[config.mk]
export PLATFORM = sky130hd
export DESIGN_NAME = ex_muldiv_unit
export DESIGN_NICKNAME = d
export VERILOG_FILES = /design/src/rtl/muldiv_pkg.sv /design/src/rtl/div_step.sv /design/src/rtl/ex_muldiv_unit.sv
export SDC_FILE = /design/constraint.sdc
export NUM_CORES = 1
export LEC_CHECK = 0
export BUFFER_PORTS_ARGS = -buffer_cell sky130_fd_sc_hd__buf_2
export CORE_UTILIZATION = 40
export DETAILED_ROUTE_END_ITERATION = 8
export GPL_TIMING_DRIVEN = 0
export PLACE_DENSITY = 0.56
export SKIP_CTS_REPAIR_TIMING = 1
export SYNTH_ARGS = -nofsm -noshare
export SYNTH_HDL_FRONTEND = slang
export SYNTH_SLANG_ARGS = --single-unit
[constraint.sdc]
create_clock -name clk -period 8.61 [get_ports clk]
set_input_delay 0.861 -clock clk [delete_from_list [all_inputs] [get_ports clk]]
set_output_delay 0.861 -clock clk [all_outputs]
set_load 0.02 [all_outputs]
[src/rtl/muldiv_pkg.sv]
// Shared encodings for the M-extension multiply/divide unit: funct3 ops, FSM states, XLEN default.
package muldiv_pkg;

    localparam int XLEN_DEFAULT = 32;

    typedef enum logic [2:0] {
        OP_MUL    = 3'b000,
        OP_MULH   = 3'b001,
        OP_MULHSU = 3'b010,
        OP_MULHU  = 3'b011,
        OP_DIV    = 3'b100,
        OP_DIVU   = 3'b101,
        OP_REM    = 3'b110,
        OP_REMU   = 3'b111
    } muldiv_op_e;

    typedef enum logic [1:0] {
        ST_IDLE = 2'd0,
        ST_CALC = 2'd1,
        ST_DONE = 2'd2
    } muldiv_state_e;

    function automatic logic op_a_signed(input logic [2:0] op);
        return (op == OP_MULH) || (op == OP_MULHSU);
    endfunction

    function automatic logic op_div_signed(input logic [2:0] op);
        return (op == OP_DIV) || (op == OP_REM);
    endfunction

endpackage

[src/rtl/div_step.sv]
// One restoring-division iteration on magnitudes: shift in next dividend bit, trial-subtract divisor.
// Combinational; only built when EX_MULDIV_DIV_EN is defined.
`ifdef EX_MULDIV_DIV_EN
module div_step #(
    parameter int XLEN = 32
) (
    input  logic [XLEN-1:0] i_rem,
    input  logic [XLEN-1:0] i_quo,
    input  logic [XLEN-1:0] i_dvsr,
    output logic [XLEN-1:0] o_rem,
    output logic [XLEN-1:0] o_quo
);

    logic [XLEN:0] w_trial;
    logic [XLEN:0] w_diff;
    logic          w_ge;

    assign w_trial = {i_rem, i_quo[XLEN-1]};
    assign w_diff  = w_trial - {1'b0, i_dvsr};
    assign w_ge    = (w_trial >= {1'b0, i_dvsr});
    assign o_rem   = w_ge ? w_diff[XLEN-1:0] : w_trial[XLEN-1:0];
    assign o_quo   = {i_quo[XLEN-2:0], w_ge};

endmodule
`endif

[src/rtl/ex_muldiv_unit.sv]
// Iterative RV M-extension unit; mul XLEN/MUL_BITS_PER_CYCLE+1 cycles, div XLEN+2 (EX_MULDIV_DIV_EN), bypass 1.
// Result held in DONE until ready_i; ready_o drops for one cycle after every return to IDLE.
module ex_muldiv_unit
    import muldiv_pkg::*;
#(
    parameter int XLEN               = XLEN_DEFAULT,
    parameter int MUL_BITS_PER_CYCLE = 2
) (
    input  logic            clk,
    input  logic            rst_n,
    input  logic            valid_i,
    output logic            ready_o,
    input  logic [2:0]      op_i,
    input  logic [XLEN-1:0] operand_a_i,
    input  logic [XLEN-1:0] operand_b_i,
    input  logic [4:0]      rd_addr_i,
    input  logic            flush_i,
    output logic            valid_o,
    input  logic            ready_i,
    output logic [XLEN-1:0] result_o,
    output logic [4:0]      rd_addr_o,
    output logic            busy_o
);

    localparam int MUL_ITERS = XLEN / MUL_BITS_PER_CYCLE;
    localparam int CNT_W     = $clog2(XLEN) + 1;
    localparam int AW        = 2 * XLEN;

    muldiv_state_e   r_state, w_state_nxt;
    logic            r_idle_q;
    logic [CNT_W-1:0] r_cnt;
    logic [4:0]      r_rd;
    logic [XLEN-1:0] r_result;
    logic            r_mul_lo;
    logic            r_b_corr;
    logic [XLEN-1:0] r_a;
    logic [AW-1:0]   r_acc;
    logic [AW-1:0]   r_mcand;
    logic [XLEN-1:0] r_mplier;

    logic            w_accept;
    logic            w_bypass;
    logic [XLEN-1:0] w_bypass_res;
    logic            w_calc_last;
    logic            w_mul_last;
    logic            w_a_sext;
    logic [AW-1:0]   w_partial;
    logic [AW-1:0]   w_acc_nxt;

    assign ready_o   = (r_state == ST_IDLE) && r_idle_q && !flush_i;
    assign w_accept  = valid_i && ready_o;
    assign valid_o   = (r_state == ST_DONE);
    assign busy_o    = (r_state != ST_IDLE);
    assign result_o  = r_result;
    assign rd_addr_o = r_rd;

    // Multiplier: unsigned digits of B; a signed B's MSB carries weight -2^(XLEN-1),
    // fixed up by subtracting A<<XLEN on the last iteration.
    assign w_a_sext   = op_a_signed(op_i) && operand_a_i[XLEN-1];
    assign w_mul_last = (r_cnt == CNT_W'(MUL_ITERS - 1));

    always_comb begin
        w_partial = '0;
        for (int b = 0; b < MUL_BITS_PER_CYCLE; b++) begin
            if (r_mplier[b]) begin
                w_partial = w_partial + (r_mcand << b);
            end
        end
    end

    assign w_acc_nxt = r_acc + w_partial
                     - ((w_mul_last && r_b_corr) ? {r_a, {XLEN{1'b0}}} : {AW{1'b0}});

`ifdef EX_MULDIV_DIV_EN
    logic            r_is_div;
    logic            r_is_rem;
    logic            r_neg_q;
    logic            r_neg_r;
    logic [XLEN-1:0] r_rem;
    logic [XLEN-1:0] r_quo;
    logic [XLEN-1:0] r_dvsr;
    logic [XLEN-1:0] w_rem_nxt;
    logic [XLEN-1:0] w_quo_nxt;
    logic            w_div_last;
    logic            w_a_neg;
    logic            w_b_neg;
    logic            w_div_zero;
    logic            w_div_ovf;

    div_step #(.XLEN(XLEN)) u_div_step (
        .i_rem  (r_rem),
        .i_quo  (r_quo),
        .i_dvsr (r_dvsr),
        .o_rem  (w_rem_nxt),
        .o_quo  (w_quo_nxt)
    );

    assign w_a_neg    = op_div_signed(op_i) && operand_a_i[XLEN-1];
    assign w_b_neg    = op_div_signed(op_i) && operand_b_i[XLEN-1];
    assign w_div_zero = (operand_b_i == '0);
    assign w_div_ovf  = op_div_signed(op_i) && (operand_a_i == {1'b1, {(XLEN-1){1'b0}}})
                     && (operand_b_i == '1);
    assign w_bypass   = op_i[2] && (w_div_zero || w_div_ovf);
    // Cycle XLEN is the sign-correction cycle after the last quotient bit.
    assign w_div_last = (r_cnt == CNT_W'(XLEN));
    assign w_calc_last = r_is_div ? w_div_last : w_mul_last;

    always_comb begin
        w_bypass_res = '0;
        if (w_div_zero) begin
            w_bypass_res = op_i[1] ? operand_a_i : '1;
        end else if (!op_i[1]) begin
            w_bypass_res = operand_a_i;
        end
    end

    always_ff @(posedge clk or negedge rst_n) begin
        if (!rst_n) begin
            r_is_div <= 1'b0;
            r_is_rem <= 1'b0;
            r_neg_q  <= 1'b0;
            r_neg_r  <= 1'b0;
            r_rem    <= '0;
            r_quo    <= '0;
            r_dvsr   <= '0;
        end else if (r_state == ST_IDLE && w_accept) begin
            r_is_div <= op_i[2];
            r_is_rem <= op_i[1];
            r_neg_q  <= w_a_neg ^ w_b_neg;
            r_neg_r  <= w_a_neg;
            r_rem    <= '0;
            r_quo    <= w_a_neg ? -operand_a_i : operand_a_i;
            r_dvsr   <= w_b_neg ? -operand_b_i : operand_b_i;
        end else if (r_state == ST_CALC && r_is_div && !w_div_last) begin
            r_rem <= w_rem_nxt;
            r_quo <= w_quo_nxt;
        end
    end
`else
    assign w_bypass     = op_i[2];
    assign w_bypass_res = '0;
    assign w_calc_last  = w_mul_last;
`endif

    always_ff @(posedge clk or negedge rst_n) begin
        if (!rst_n) begin
            r_state <= ST_IDLE;
        end else begin
            r_state <= w_state_nxt;
        end
    end

    always_comb begin
        w_state_nxt = r_state;
        case (r_state)
            ST_IDLE: if (w_accept) w_state_nxt = w_bypass ? ST_DONE : ST_CALC;
            ST_CALC: begin
                if (flush_i)          w_state_nxt = ST_IDLE;
                else if (w_calc_last) w_state_nxt = ST_DONE;
            end
            ST_DONE: if (flush_i || ready_i) w_state_nxt = ST_IDLE;
            default: w_state_nxt = ST_IDLE;
        endcase
    end

    always_ff @(posedge clk or negedge rst_n) begin
        if (!rst_n) begin
            r_idle_q <= 1'b0;
            r_cnt    <= '0;
            r_rd     <= '0;
            r_result <= '0;
            r_mul_lo <= 1'b0;
            r_b_corr <= 1'b0;
            r_a      <= '0;
            r_acc    <= '0;
            r_mcand  <= '0;
            r_mplier <= '0;
        end else begin
            r_idle_q <= (r_state == ST_IDLE);
            if (r_state == ST_IDLE && w_accept) begin
                r_cnt    <= '0;
                r_rd     <= rd_addr_i;
                r_mul_lo <= (op_i == OP_MUL);
                r_b_corr <= (op_i == OP_MULH) && operand_b_i[XLEN-1];
                r_a      <= operand_a_i;
                r_acc    <= '0;
                r_mcand  <= {{XLEN{w_a_sext}}, operand_a_i};
                r_mplier <= operand_b_i;
                if (w_bypass) r_result <= w_bypass_res;
            end else if (r_state == ST_CALC) begin
                r_cnt    <= r_cnt + CNT_W'(1);
                r_acc    <= w_acc_nxt;
                r_mcand  <= r_mcand << MUL_BITS_PER_CYCLE;
                r_mplier <= r_mplier >> MUL_BITS_PER_CYCLE;
`ifdef EX_MULDIV_DIV_EN
                if (r_is_div && w_div_last) begin
                    if (r_is_rem) r_result <= r_neg_r ? -r_rem : r_rem;
                    else          r_result <= r_neg_q ? -r_quo : r_quo;
                end else if (!r_is_div && w_mul_last) begin
                    r_result <= r_mul_lo ? w_acc_nxt[XLEN-1:0] : w_acc_nxt[AW-1:XLEN];
                end
`else
                if (w_mul_last) begin
                    r_result <= r_mul_lo ? w_acc_nxt[XLEN-1:0] : w_acc_nxt[AW-1:XLEN];
                end
`endif
            end
        end
    end

endmodule
# ---- Yosys cells after proc, flatten, opt, wreduce, memory -nomap -nowiden
# Cells that the tools add are included.
# Widths: inputs -> output; s select.
dict set report totals {
  regBits 240
  in_bits 77
  output_inout_bits 40
}
dict set report classes {
  add_sub_neg 4
  n_eq_ne 9
  mux 22
  reduce_logical 17
}
# operator count
set op_table {}
lappend op_table {{$mux 64} 7}
lappend op_table {{$mux 32} 7}
lappend op_table {{$add 64x64->64} 2}
lappend op_table {{$sub 64x64->64} 1}
lappend op_table {{$mux 6} 2}
lappend op_table {{$mux 2} 5}
lappend op_table {{$logic_and 1x1->1} 7}
lappend op_table {{$add 6x1->6 const B} 1}
lappend op_table {{$eq 6x4->1 const B} 1}
lappend op_table {{$pmux 2 s3} 1}
lappend op_table {{$reduce_and 3->1} 2}
lappend op_table {{$reduce_bool 2->1} 3}
lappend op_table {{$ne 2x2->1 const B} 2}
lappend op_table {{$eq 3x1->1 const B} 1}
lappend op_table {{$eq 3x2->1 const B} 1}
lappend op_table {{$logic_not 3->1} 1}
lappend op_table {{$ne 3x3->1 const B} 1}
lappend op_table {{$eq 2x1->1 const B} 1}
lappend op_table {{$eq 2x2->1 const B} 1}
lappend op_table {{$logic_not 2->1} 1}
lappend op_table {{$logic_or 1x1->1} 2}
lappend op_table {{$ne 2x1->1 const B} 1}
lappend op_table {{$logic_not 1->1} 1}

# ---- Longest topological paths before layout
dict set report logic_depth {
  depth_word 9
  depth_mapped 36
}

# ---- Worst setup path before layout
# Ideal clock, no wire load.
dict set report synth_path {
  path_type {flip-flop to flip-flop}
  from {register r_mplier[0]}
  to {register r_result[31] (netlist: result_o[31])}
  t_arrival_ps 6970
  required_time_ps 8484
  slack_ps 1514
  stages_incl_launch_ff 35
  path_buffers 8
  period_less_slack_ps 7096
  path_cell_list {dfrtp_1 buf_4 buf_2 buf_2 clkbuf_1 clkbuf_1 clkbuf_1 clkbuf_1 nand2_1 xnor2_1 ha_1 nor3_1 o41ai_4 o21ai_1 o31ai_2 a21oi_2 o21ai_2 a41oi_2 o211a_1 o21ai_1 xnor2_1 mux2i_1 fa_1 inv_1 ha_1 buf_4 and3_1 and2_1 and3_1 and2_1 a31o_2 a21oi_1 xnor2_1 xnor2_1 a221o_1}
}
dict set report synth_between {
  elab_chain_cells 9
}
# element line_no
set synth_lines {}
lappend synth_lines {{start: declaration} ex_muldiv_unit.sv:39} ;# logic [XLEN-1:0] r_mplier;
lappend synth_lines {{start signal: assignment} ex_muldiv_unit.sv:188} ;# r_mplier <= operand_b_i;
lappend synth_lines {{start signal: assignment} ex_muldiv_unit.sv:194} ;# r_mplier <= r_mplier >> MUL_BITS_PER_CYCLE;
lappend synth_lines {{$mux 64 (*)} ex_muldiv_unit.sv:65} ;# if (r_mplier[b]) begin
lappend synth_lines {{$add 64x64->64} ex_muldiv_unit.sv:66} ;# w_partial = w_partial + (r_mcand << b);
lappend synth_lines {{$mux 64 (*)} ex_muldiv_unit.sv:65}
lappend synth_lines {{$add 64x64->64 (*)} ex_muldiv_unit.sv:71} ;# assign w_acc_nxt = r_acc + w_partial
lappend synth_lines {{$sub 64x64->64 (*)} ex_muldiv_unit.sv:72} ;# - ((w_mul_last && r_b_corr) ? {r_a, {XLEN{1'b0}}} : {AW{1'b0}});
lappend synth_lines {{$mux 32 (*)} ex_muldiv_unit.sv:204} ;# r_result <= r_mul_lo ? w_acc_nxt[XLEN-1:0] : w_acc_nxt[AW-1:XLEN];
lappend synth_lines {{$mux 32 (*)} ex_muldiv_unit.sv:203} ;# if (w_mul_last) begin
lappend synth_lines {{$mux 32 (*)} ex_muldiv_unit.sv:190} ;# end else if (r_state == ST_CALC) begin
lappend synth_lines {{$mux 32 (*)} ex_muldiv_unit.sv:180} ;# if (r_state == ST_IDLE && w_accept) begin
lappend synth_lines {{end signal: assignment} ex_muldiv_unit.sv:189} ;# if (w_bypass) r_result <= w_bypass_res;
lappend synth_lines {{end signal: assignment} ex_muldiv_unit.sv:204}
lappend synth_lines {{end: declaration} ex_muldiv_unit.sv:33} ;# logic [XLEN-1:0] r_result;
# Every way passes the cells marked *; elsewhere a longest branch is shown, timed or not. The select of a mux whose other input is x is not followed.
# A chain may end at the register's enable or synchronous reset.

# ---- Worst setup path after layout
dict set report layout_path {
  from {register r_mplier[0]}
  to {register r_result[0] (netlist: result_o[0])}
}
# Same word-level chain as after synthesis.

==> impl_metrics.tcl <==
set metrics [dict create \
    status "finished clean" \
    fin_nets 3049 \
    holdWs_ns 0.134 \
    clkTransAtPathRegs_ns 0.06 \
    vias 20300 \
    worstPathRequired_ns 9.15 \
    cpMaxStageDelayCell "a221oi_1" \
    critPathCapture "result_o[0]" \
    cp.arrival_ns 8.88 \
    gp_congestion 0.987 \
    yosys_warnings 0 \
    core_um2 51300 \
    cts_inserted_buffers 30 \
    core.rowCount 83 \
    route.detailed.drc 0 \
    grt_pass1_vias 19300 \
    rrSetupSlack_ns 0.27 \
    grt_use_total 0.299 \
    antenna_found_initial 4 \
    instances_no_fill 3511 \
    skew_ns 0.0298 \
    r2r-start "r_mplier[0]" \
    syn_nets 2894 \
    ys_seq_area_frac 0.289 \
    yosysTopAreaCell "dfrtp_1" \
    die_x_um 230 \
    start_util 0.404 \
    synth_area_um2 20700 \
    area.growth.synth_to_final_pct 13.3 \
    cp-startpoint "r_mplier[0]" \
    hpwl_mm 63.7 \
    cp_slowest_stage_delay_ns 0.61 \
    dr.pass1.iters 5 \
    synth.avg_cell_area_um2 7.83 \
    post-place-ws_ns -1.68 \
    synth.most_common_cell "nand2_1" \
    cts_num_sinks 240 \
    synthFlopType "dfrtp_1" \
    dp_cells 3450 \
    grt_pass1_wl_mm 120 \
    fp.dieH_um 230 \
    tritoncts "built" \
    tightest_slew_ns 1.22 \
    nFillCells 5293 \
    ant_nets 0 \
    synth_cell_types 92 \
    via_per_inst 5.79 \
    clock_latency_ns 0.61 \
    synth_top_area_frac 0.289 \
    port_buffers 116 \
    grt_overflow 0 \
    wl_per_cell_um 22.9 \
    maxCapViolCount 0 \
    cts_root_buf "clkbuf_16" \
    clock_path_buffers 3 \
    finalCritPeriodShare 0.968 \
    synth_edf_count 0 \
    hold_path.class "primary input to asynchronous set/reset pin" \
    synthArstFlopShare 1.00 \
    yosys_register_bits 240 \
    drt-initial-drc-count 1776 \
    ios 117 \
    wl_mm 80.4 \
    finalMaxSlewViolations 0 \
    grt_max_degree 99 \
    rsz0062_at_grt "false" \
    post-route-min-period_ns 8.34 \
    endpoint_kind "register" \
    h-tree-depth 1 \
    synthesis.instances 2651 \
    drive_gt1_frac 0.0923 \
    synthTopCellsByArea "dfrtp_1 29%, ha_1 8.1%, nand2_1 7.0%" \
    startpoint_type "register" \
    relSlewSlack 0.188 \
    r2r_end "result_o[0]" \
    fmaxAchievable_mhz 120 \
    crit_type "register to register" \
    die-area_um2 52800 \
    final_util 0.458 \
    synthTopCellsByCount "387 x nand2_1, 240 x dfrtp_1, 234 x inv_1" \
    critPathMaxFanout 10 \
    finalWorstSetupSlack_ns 0.275 \
    setup_viol 0 \
    reg2reg_depth 35 \
    finalHoldViolations 0 \
]
==> metal layers <==
layer  up-vias  track usage  share of wire  wire length, um
met4         2        0.120          0.045             3600
met5         -            0        0.00021               17
met2       751        0.472           0.44            35700
li1       9529            -              -                -
met1      9906        0.410           0.44            35600
met3       155       0.0432          0.069             5590
==> worst max-delay path, delay by kind of cell (launching register included) <==
family	cells	cell delay [ns]
buffers and inverters	9	1.82
adders and majority gates	3	0.87
DFF	1	0.32
xor gates and xnor gates	3	0.58
AOI/OAI and AO/OA	13	3.57
and+or+nand+nor	7	1.10
==> final cells by class <==
cell class / count / area [um^2] / area share
Timing Repair Buffer: 124 / 691 / 0.0294
Antenna cell: 3 / 7.51 / 0.000319
Multi-Input combinational cell: 1999 / 13300 / 0.566
Clock buffer: 39 / 826 / 0.0351
Sequential cell: 240 / 6010 / 0.255
Tap cell: 680 / 851 / 0.0362
Inverter: 235 / 882 / 0.0375
Clock inverter: 15 / 213 / 0.00905
Buffer: 176 / 726 / 0.0309
==> per-stage QoR <==
step	cell area, um^2	setup TNS (ns)
final	23500	0
after global routing	23500	0
after CTS	23300	-58.91
after detailed placement	22300	-55.91
after global placement	22200	-53.96
after floorplan	20700	0
==> how the worst min path moves through the flow <==
| stage | from | endpoint | slack [ns] | cells past startpoint |
|---|---|---|---|---|
| after global routing | rst_n | result_o[27] | 0.17 | 1 |
| after detailed placement | result_o[29] | result_o[29] | 0.46 | 2 |
| after global placement | result_o[29] | result_o[29] | 0.45 | 2 |
| final | rst_n | result_o[27] | 0.13 | 1 |
| after floorplan | r_a[0] | r_a[0] | 0.44 | 2 |
| after CTS | rst_n | result_o[27] | 0.15 | 1 |
==> cells by family (layout without fill, tap and decap cells) <==
| group | count (synthesis) | in the layout | share of synthesized area |
|---|---|---|---|
| simple gates | 913 | 913 | 0.206 |
| other cells | 0 | 3 | 0 |
| compound gates | 724 | 724 | 0.231 |
| flops | 240 | 240 | 0.289 |
| xor+xnor | 149 | 149 | 0.0629 |
| buf+inv | 412 | 589 | 0.0765 |
| mux | 46 | 46 | 0.0222 |
| fa+ha+maj | 167 | 167 | 0.112 |
==> flip-flops by register name, indices dropped and copies added (netlist names) <==
| name | flops |
|---|---|
| r_acc | 64 |
| r_mcand | 64 |
| r_a | 32 |
| r_mplier | 32 |
| result_o | 32 |
| r_cnt | 6 |
| rd_addr_o | 5 |
| r_state | 2 |
| r_b_corr | 1 |
| r_idle_q | 1 |
| r_mul_lo | 1 |
==> cells in the final DEF, fill, tap and decap left out, drive strengths merged, types with 18 or more instances in the layout <==
| cell | instances |
|---|---|
| a21o | 70 |
| a21oi | 224 |
| a22oi | 51 |
| a31oi | 18 |
| and2 | 54 |
| and3 | 51 |
| buf | 162 |
| clkbuf | 177 |
| dfrtp | 240 |
| fa | 31 |
| ha | 135 |
| inv | 235 |
| mux2i | 46 |
| nand2 | 387 |
| nand3 | 102 |
| nand4 | 35 |
| nor2 | 169 |
| nor2b | 21 |
| nor3 | 26 |
| o21ai | 155 |
| o21bai | 29 |
| o221ai | 18 |
| xnor2 | 100 |
| xor2 | 49 |
Power is not shown: default switching activity piles up to over one toggle a cycle in this logic, so the estimate is an artifact.
